File: src/rtl/serial_frame_tx.sv
// serial_frame_tx: MSB-first serial frame transmitter (0,1 start marker, data, stop=1); define PARITY_EN to insert an even-parity bit before stop
module serial_frame_tx #(
  parameter int DATA_W = 8
) (
  input  logic              clk,
  input  logic              reset,
  input  logic              in_valid,
  output logic              in_ready,
  input  logic [DATA_W-1:0] in_data,
  output logic              serial_out,
  output logic              busy,
  output logic              frame_done
);
  localparam int CW = $clog2(DATA_W);
`ifdef PARITY_EN
  typedef enum logic [2:0] {IDLE, START0, START1, DATA, PARITY, STOP} state_t;
  logic p;
`else
  typedef enum logic [2:0] {IDLE, START0, START1, DATA, STOP} state_t;
`endif
  state_t            state;
  logic [DATA_W-1:0] shreg;
  logic [CW-1:0]     cnt;
  logic              accept, last;
  always_comb begin
    in_ready = state == IDLE || state == STOP;
    accept   = in_valid && in_ready;
    last     = cnt == CW'(DATA_W - 1);
  end
  always_ff @(posedge clk or posedge reset)
    if (reset) begin
      state      <= IDLE;
      serial_out <= 1'b1;
      busy       <= 1'b0;
      frame_done <= 1'b0;
      shreg      <= '0;
      cnt        <= '0;
`ifdef PARITY_EN
      p          <= 1'b0;
`endif
    end else begin
      frame_done <= 1'b0;
      case (state)
        IDLE, STOP: begin
          state      <= accept ? START0 : IDLE;
          serial_out <= !accept;
          busy       <= accept;
          if (accept) begin
            shreg <= in_data;
            cnt   <= '0;
`ifdef PARITY_EN
            p     <= ^in_data;
`endif
          end
        end
        START0: begin
          state      <= START1;
          serial_out <= 1'b1;
        end
        START1: begin
          state      <= DATA;
          serial_out <= shreg[DATA_W-1];
        end
        // the line already shows shreg's MSB, so the next bit out is one below it
        DATA: begin
          shreg <= shreg << 1;
          cnt   <= cnt + 1'b1;
`ifdef PARITY_EN
          state      <= last ? PARITY : DATA;
          serial_out <= last ? p : shreg[DATA_W-2];
`else
          state      <= last ? STOP : DATA;
          serial_out <= last ? 1'b1 : shreg[DATA_W-2];
          frame_done <= last;
`endif
        end
`ifdef PARITY_EN
        PARITY: begin
          state      <= STOP;
          serial_out <= 1'b1;
          frame_done <= 1'b1;
        end
`endif
        default: begin
          state      <= IDLE;
          serial_out <= 1'b1;
          busy       <= 1'b0;
        end
      endcase
    end
endmodule

File: config.mk
export PLATFORM = sky130hd
export DESIGN_NAME = serial_frame_tx
export DESIGN_NICKNAME = d
export VERILOG_FILES = /design/src/rtl/serial_frame_tx.sv
export SDC_FILE = /design/constraint.sdc
export NUM_CORES = 1
export LEC_CHECK = 0
export CAP_MARGIN = 40
export CORE_MARGIN = 2
export CORE_UTILIZATION = 51
export DETAILED_ROUTE_END_ITERATION = 8
export PLACE_DENSITY = 0.8
export SLEW_MARGIN = 0
export SYNTH_ARGS = -nofsm -noshare
export SYNTH_HDL_FRONTEND = slang
export SYNTH_SLANG_ARGS = --single-unit
File: constraint.sdc
create_clock -name clk -period 2.1 [get_ports clk]
set_input_delay 0.315 -clock clk [delete_from_list [all_inputs] [get_ports clk]]
set_output_delay 0.315 -clock clk [all_outputs]
set_load 0.02 [all_outputs]
# Yosys cells after proc, flatten, opt, wreduce, memory -nomap -nowiden

Cells that the tools add are included.

Bits of input ports: 11
Logic and storage cells: 32
Register bits after elaboration: 17

Equal/unequal tests: 6
Reduce and logical (&&, ||, !) cells: 8
$add $sub $neg: 1
Muxes and demuxes: 11

Operator list:

| kind                                                | count |
|---|---|
| one-hot mux 8 bit (2 select lines)                  | 1 |
| one-hot mux 3 bit (4 select lines)                  | 1 |
| two-way mux 8 bit                                   | 1 |
| equality test 3 x 2 -> 1 bit, second input constant | 2 |
| equality test 3 bit, second input constant          | 2 |
| two-way mux 3 bit                                   | 2 |
| one-hot mux 3 bit (2 select lines)                  | 1 |
| adder 3 x 1 -> 3 bit, second input constant         | 1 |
| equality test 3 x 1 -> 1 bit, second input constant | 1 |
| logical NOT 3 bit                                   | 1 |
| two-way mux 1 bit                                   | 3 |
| one-hot mux 1 bit (3 select lines)                  | 1 |
| OR reduction 3 bit                                  | 1 |
| != test 2 bit, second input constant                | 1 |
| one-hot mux 1 bit (2 select lines)                  | 1 |
| AND reduction 2 bit                                 | 1 |
| nonzero test 2 bit                                  | 1 |
| OR reduction 2 bit                                  | 1 |
| logical AND 1 bit                                   | 1 |
| logical NOT 1 bit                                   | 1 |
| logical OR 1 bit                                    | 1 |

# Depth between registers and ports, before layout

Word-level depth: 5
Mapped depth: 5
Mapped depth without buffers: 5

# Worst setup path before layout

OpenSTA, ideal clock, no wires.

Path kind: register -> register
Start point: register state[1]
End point: register shreg[1]
Arrival time: 1174 ps
Path buffers: 2
Setup slack: 808 ps
Required time: 1982 ps
Clock period less this slack: 1292 ps
Stages on the path, launching flop included: 6
Path through: dfrtp_1 -> and3b_1 -> buf_6 -> buf_6 -> a22o_1 -> a21o_1

Word-level cells in the longest chain between the ends: 5
Elaborated cells between the ends (all ways): 10

Ends and longest elaborated chain:

| item                                                            | line   | text |
|---|---|---|
| start, declared                                                 | 21     | `state_t state;` |
| start signal, assigned                                          | 45     | `state <= accept ? START0 : IDLE;` |
| start signal, assigned                                          | 72     | `state <= last ? STOP : DATA;` |
| equality test 3 bit / logical NOT 3 bit (equally long branches) | 26, 43 |  |
| logical OR 1 bit                                                | 26     | `in_ready = state == IDLE \|\| state == STOP;` |
| logical AND 1 bit                                               | 27     | `accept = in_valid && in_ready;` |
| != test 2 bit (no line)                                         | --     |  |
| AND reduction 2 bit (no line)                                   | --     |  |
| end signal, assigned                                            | 49     | `shreg <= in_data;` |
| end signal, assigned                                            | 66     | `shreg <= shreg << 1;` |
| end, declared                                                   | 22     | `logic [DATA_W-1:0] shreg;` |

Several ways; a longest one is shown, not always the timed one.
A chain may end at the register's enable or synchronous reset.

# Worst setup path after layout

Start point: register state[0]
End point: output in_ready

Word-level cells in the longest chain between the ends: 2
Elaborated cells between the ends (all ways): 3

Ends and longest elaborated chain:

| item                                                            | line | text |
|---|---|---|
| equality test 3 bit / logical NOT 3 bit (equally long branches) | 26   |  |
| logical OR 1 bit *                                              | 26   |  |
| end, declared                                                   | 8    | `output logic in_ready,` |

Mark *: on every way between the ends. The rest lies on a longest branch, timed or not.

==> metrics.md <==
| Metric | Value |
|---|---|
| Gr ovfl total | `0` |
| Worst Clk Skew | `0.000514 ns` |
| N_diodes | `0` |
| Status | `complete, no violations` |
| FMAX | `roughly 540 MHz` |
| Port-buffer cells | `14` |
| Most frequent cells in the layout | `16 x dfrtp_1, 14 x clkdlybuf4s50_1, 9 x a22o_1` |
| Pint | `~760 uW` |
| Hold WC Path Type | `in2async` |
| Vias | `between 400 and 500` |
| Detail Route Antenna Nets | `0` |
| Slew Limit Fails | `0` |
| Final Cycle Share | `about 89%` |
| Min Tclk post-route | `1.87 ns` |
| Setup TNS | `0 ns` |
| Worst slew margin | `slightly below 60%` |
| Nets | `between 80 and 90` |
| Row Count | `13` |
| Pwr Total | `about 1200 uW` |
| CP Capture Type | `output port` |
| Peak VDD IR | `621 uV` |
| # hold bufs at CTS | `0` |
| Max Cap Violations | `0` |
| RSZ-0062 raised after global routing | `false` |
| Clock transition at the registers of the reported paths | `0.09 ns` |
| Final Setup Violations | `0` |
| Ports | `15` |
| Post-CTS Resized | `0` |
| Core footprint | `between 1000 and 1500 um^2` |
| Area growth syn-to-layout | `22.6%` |
| Detailed router's first-iteration violation count | `11` |
| CTS Sinks | `17` |
| Comb pwr share | `40.8%` |
| Tightest Pin Transition | `0.627 ns` |
| Static leakage | `between 0.0004 and 0.0005 uW` |
| Vias in the first global route | `455` |
| Critical R2R Capture | `cnt[0]` |
| Num CTS Buffers | `3` |
| Die Width | `~42 um` |
| Die Y | `between 40 and 50 um` |
| First-pass GRT wire length | `~1900 um` |
| Register bit total from synthesis | `17` |
| Layout cells sized above 1 | `around an eighth` |
| Post-DR vias/cell | `about 5.6` |
| Largest net degree at the start of global routing | `18` |
| Clock tree buffer depth | `2` |
| DPL Wire Length | `829 um` |
| Net Switching | `411 uW` |
| CTS tree | `built` |
| Post-synth cell types | `20` |
| Post CTS Setup Buffer Count | `0` |
| Routed WL | `around 1200 um` |
| Clk pwr share | `14.4%` |
| Post-synthesis sequential area ratio | `between 50 and 60%` |
| Htree depth | `1` |
| GPL Wtd Cong | `roughly 0.69` |
| WP data required | `~1.8 ns` |
| Commonest non-fill, non-tap cell in the layout | `dfrtp_1` |
| Sw frac | `35.0%` |
| Power density over cell area | `~1300 nW/um^2` |
| Initial Util | `55.4%` |
| Syn. warnings | `0` |
| Syn Nets | `70` |
| R2r startpoint | `state[2]` |
| CP arrival | `around 1.6 ns` |
| Crit path launch type | `flop` |
| Worst-Skew Late Latency | `between 0.2 and 0.3 ns` |
| Worst Reg-to-Reg Cells | `3` |
| Total GRT Usage | `between 10% and 20%` |
| Avg Cell Area, Syn | `~13 um^2` |
| Crit path kind | `reg2out` |
| Number of remaining DRC errors | `0` |
| Initial antenna violation count | `0` |
| Synth Instances | `57` |
| Routed WL per cell | `~13 um` |
| Synthesized area | `between 700 and 800 um^2` |
| Worst R2R Setup Slack | `between 0.5 and 0.6 ns` |
| Die ar. | `approximately 1700 um^2` |
| Worst-path fanout max | `6` |
| CTS root buf | `clkbuf_4` |
| Pre-antenna DRT Iters | `4` |
| Flop pwr share | `about 45%` |
| Final hold vios | `0` |
==> power by group through the flow <==
| stage | Clock [uW] | Combinational, uW | Sequential [uW] |
|---|---|---|---|
| after floorplan | 0 | 393 | 544 |
| after global placement | 0 | 476 | 527 |
| after detailed placement | 0 | 489 | 533 |
| after CTS | 174 | 489 | 527 |
| after global routing | 185 | 542 | 542 |
| final | 169 | 479 | 527 |
==> critical path, cell delays in order (launching register included) <==
cell             delay (ns)
dfrtp_1                0.45
nor2_1                 0.20
clkdlybuf4s50_1        0.63
==> synthesized netlist by cell type (all sizes together) <==
| library cell | count | area [um^2] |
|---|---|---|
| nor3 | 1 | 5.00 |
| buf | 3 | 27.5 |
| and3 | 1 | 6.26 |
| a21o | 7 | 52.6 |
| inv | 3 | 11.3 |
| and2 | 2 | 12.5 |
| a22o | 9 | 78.8 |
| nor2 | 3 | 13.8 |
| dfrtp | 16 | 400 |
| dfstp | 1 | 26.3 |
| nand2 | 3 | 11.3 |
| ha | 2 | 25.0 |
| o311ai | 2 | 17.5 |
| and3b | 1 | 8.76 |
| nor3b | 1 | 12.5 |
| a31o | 1 | 8.76 |
| mux2 | 1 | 11.3 |
==> per-layer routing <==
metal / vias up / routed length, um / share of wire [%] / global-route usage, %
met5: - / 0 / 0 / 0
met3: 2 / 43 / 3.7 / 2.61
met4: 0 / 5 / 0.43 / 5.81
met1: 238 / 545 / 47 / 19.8
met2: 9 / 569 / 49 / 22.8
li1: 240 / - / - / -
==> layout make-up <==
cell class | instances | area, um^2
Multi-Input combinational cell | 34 | 264
Inverter | 3 | 11.3
Sequential cell | 17 | 427
Clock buffer | 4 | 26.3
Fill cell | 101 | 423
Timing Repair Buffer | 15 | 148
Tap cell | 15 | 18.8
==> flip-flops by register name, indices dropped and copies added (netlist names) <==
| name | flops |
|---|---|
| shreg | 8 |
| frame_done | 1 |
| busy | 1 |
| state | 3 |
| cnt | 3 |
| serial_out | 1 |
==> how the worst max path moves through the flow <==
stage,from,endpoint,slack [ns],cells past startpoint
after floorplan,state[1],shreg[1],0.81,5
after global placement,in_valid,cnt[0],0.55,4
after detailed placement,in_valid,cnt[0],0.52,4
after CTS,state[0],in_ready,0.22,2
after global routing,state[0],in_ready,0.17,2
final,state[0],in_ready,0.23,2
==> cells by family (layout without fill, tap and decap cells) <==
logic type,Yosys count,count (layout),synth area share (%)
simple gates,12,12,9.61
flops,17,17,58.5
buf+inv,6,22,5.32
compound gates,19,19,21.6
mux,1,1,1.54
fa+ha+maj,2,2,3.43
==> metrics by stage <==
step	instances	worst slack [ns]	utilization [%]	area [um^2]	hold slack [ns]
2_1_floorplan	57	0.808	-	729	0.240
3_3_place_gp	84	0.552	65.9	868	0.459
3_5_place_dp	84	0.523	65.9	868	0.466
4_1_cts	88	0.223	67.9	895	0.423
5_1_grt	88	0.172	67.9	895	0.493
6_report	88	0.232	67.9	895	0.404
Note: power is estimated with default switching activity, not from simulation.
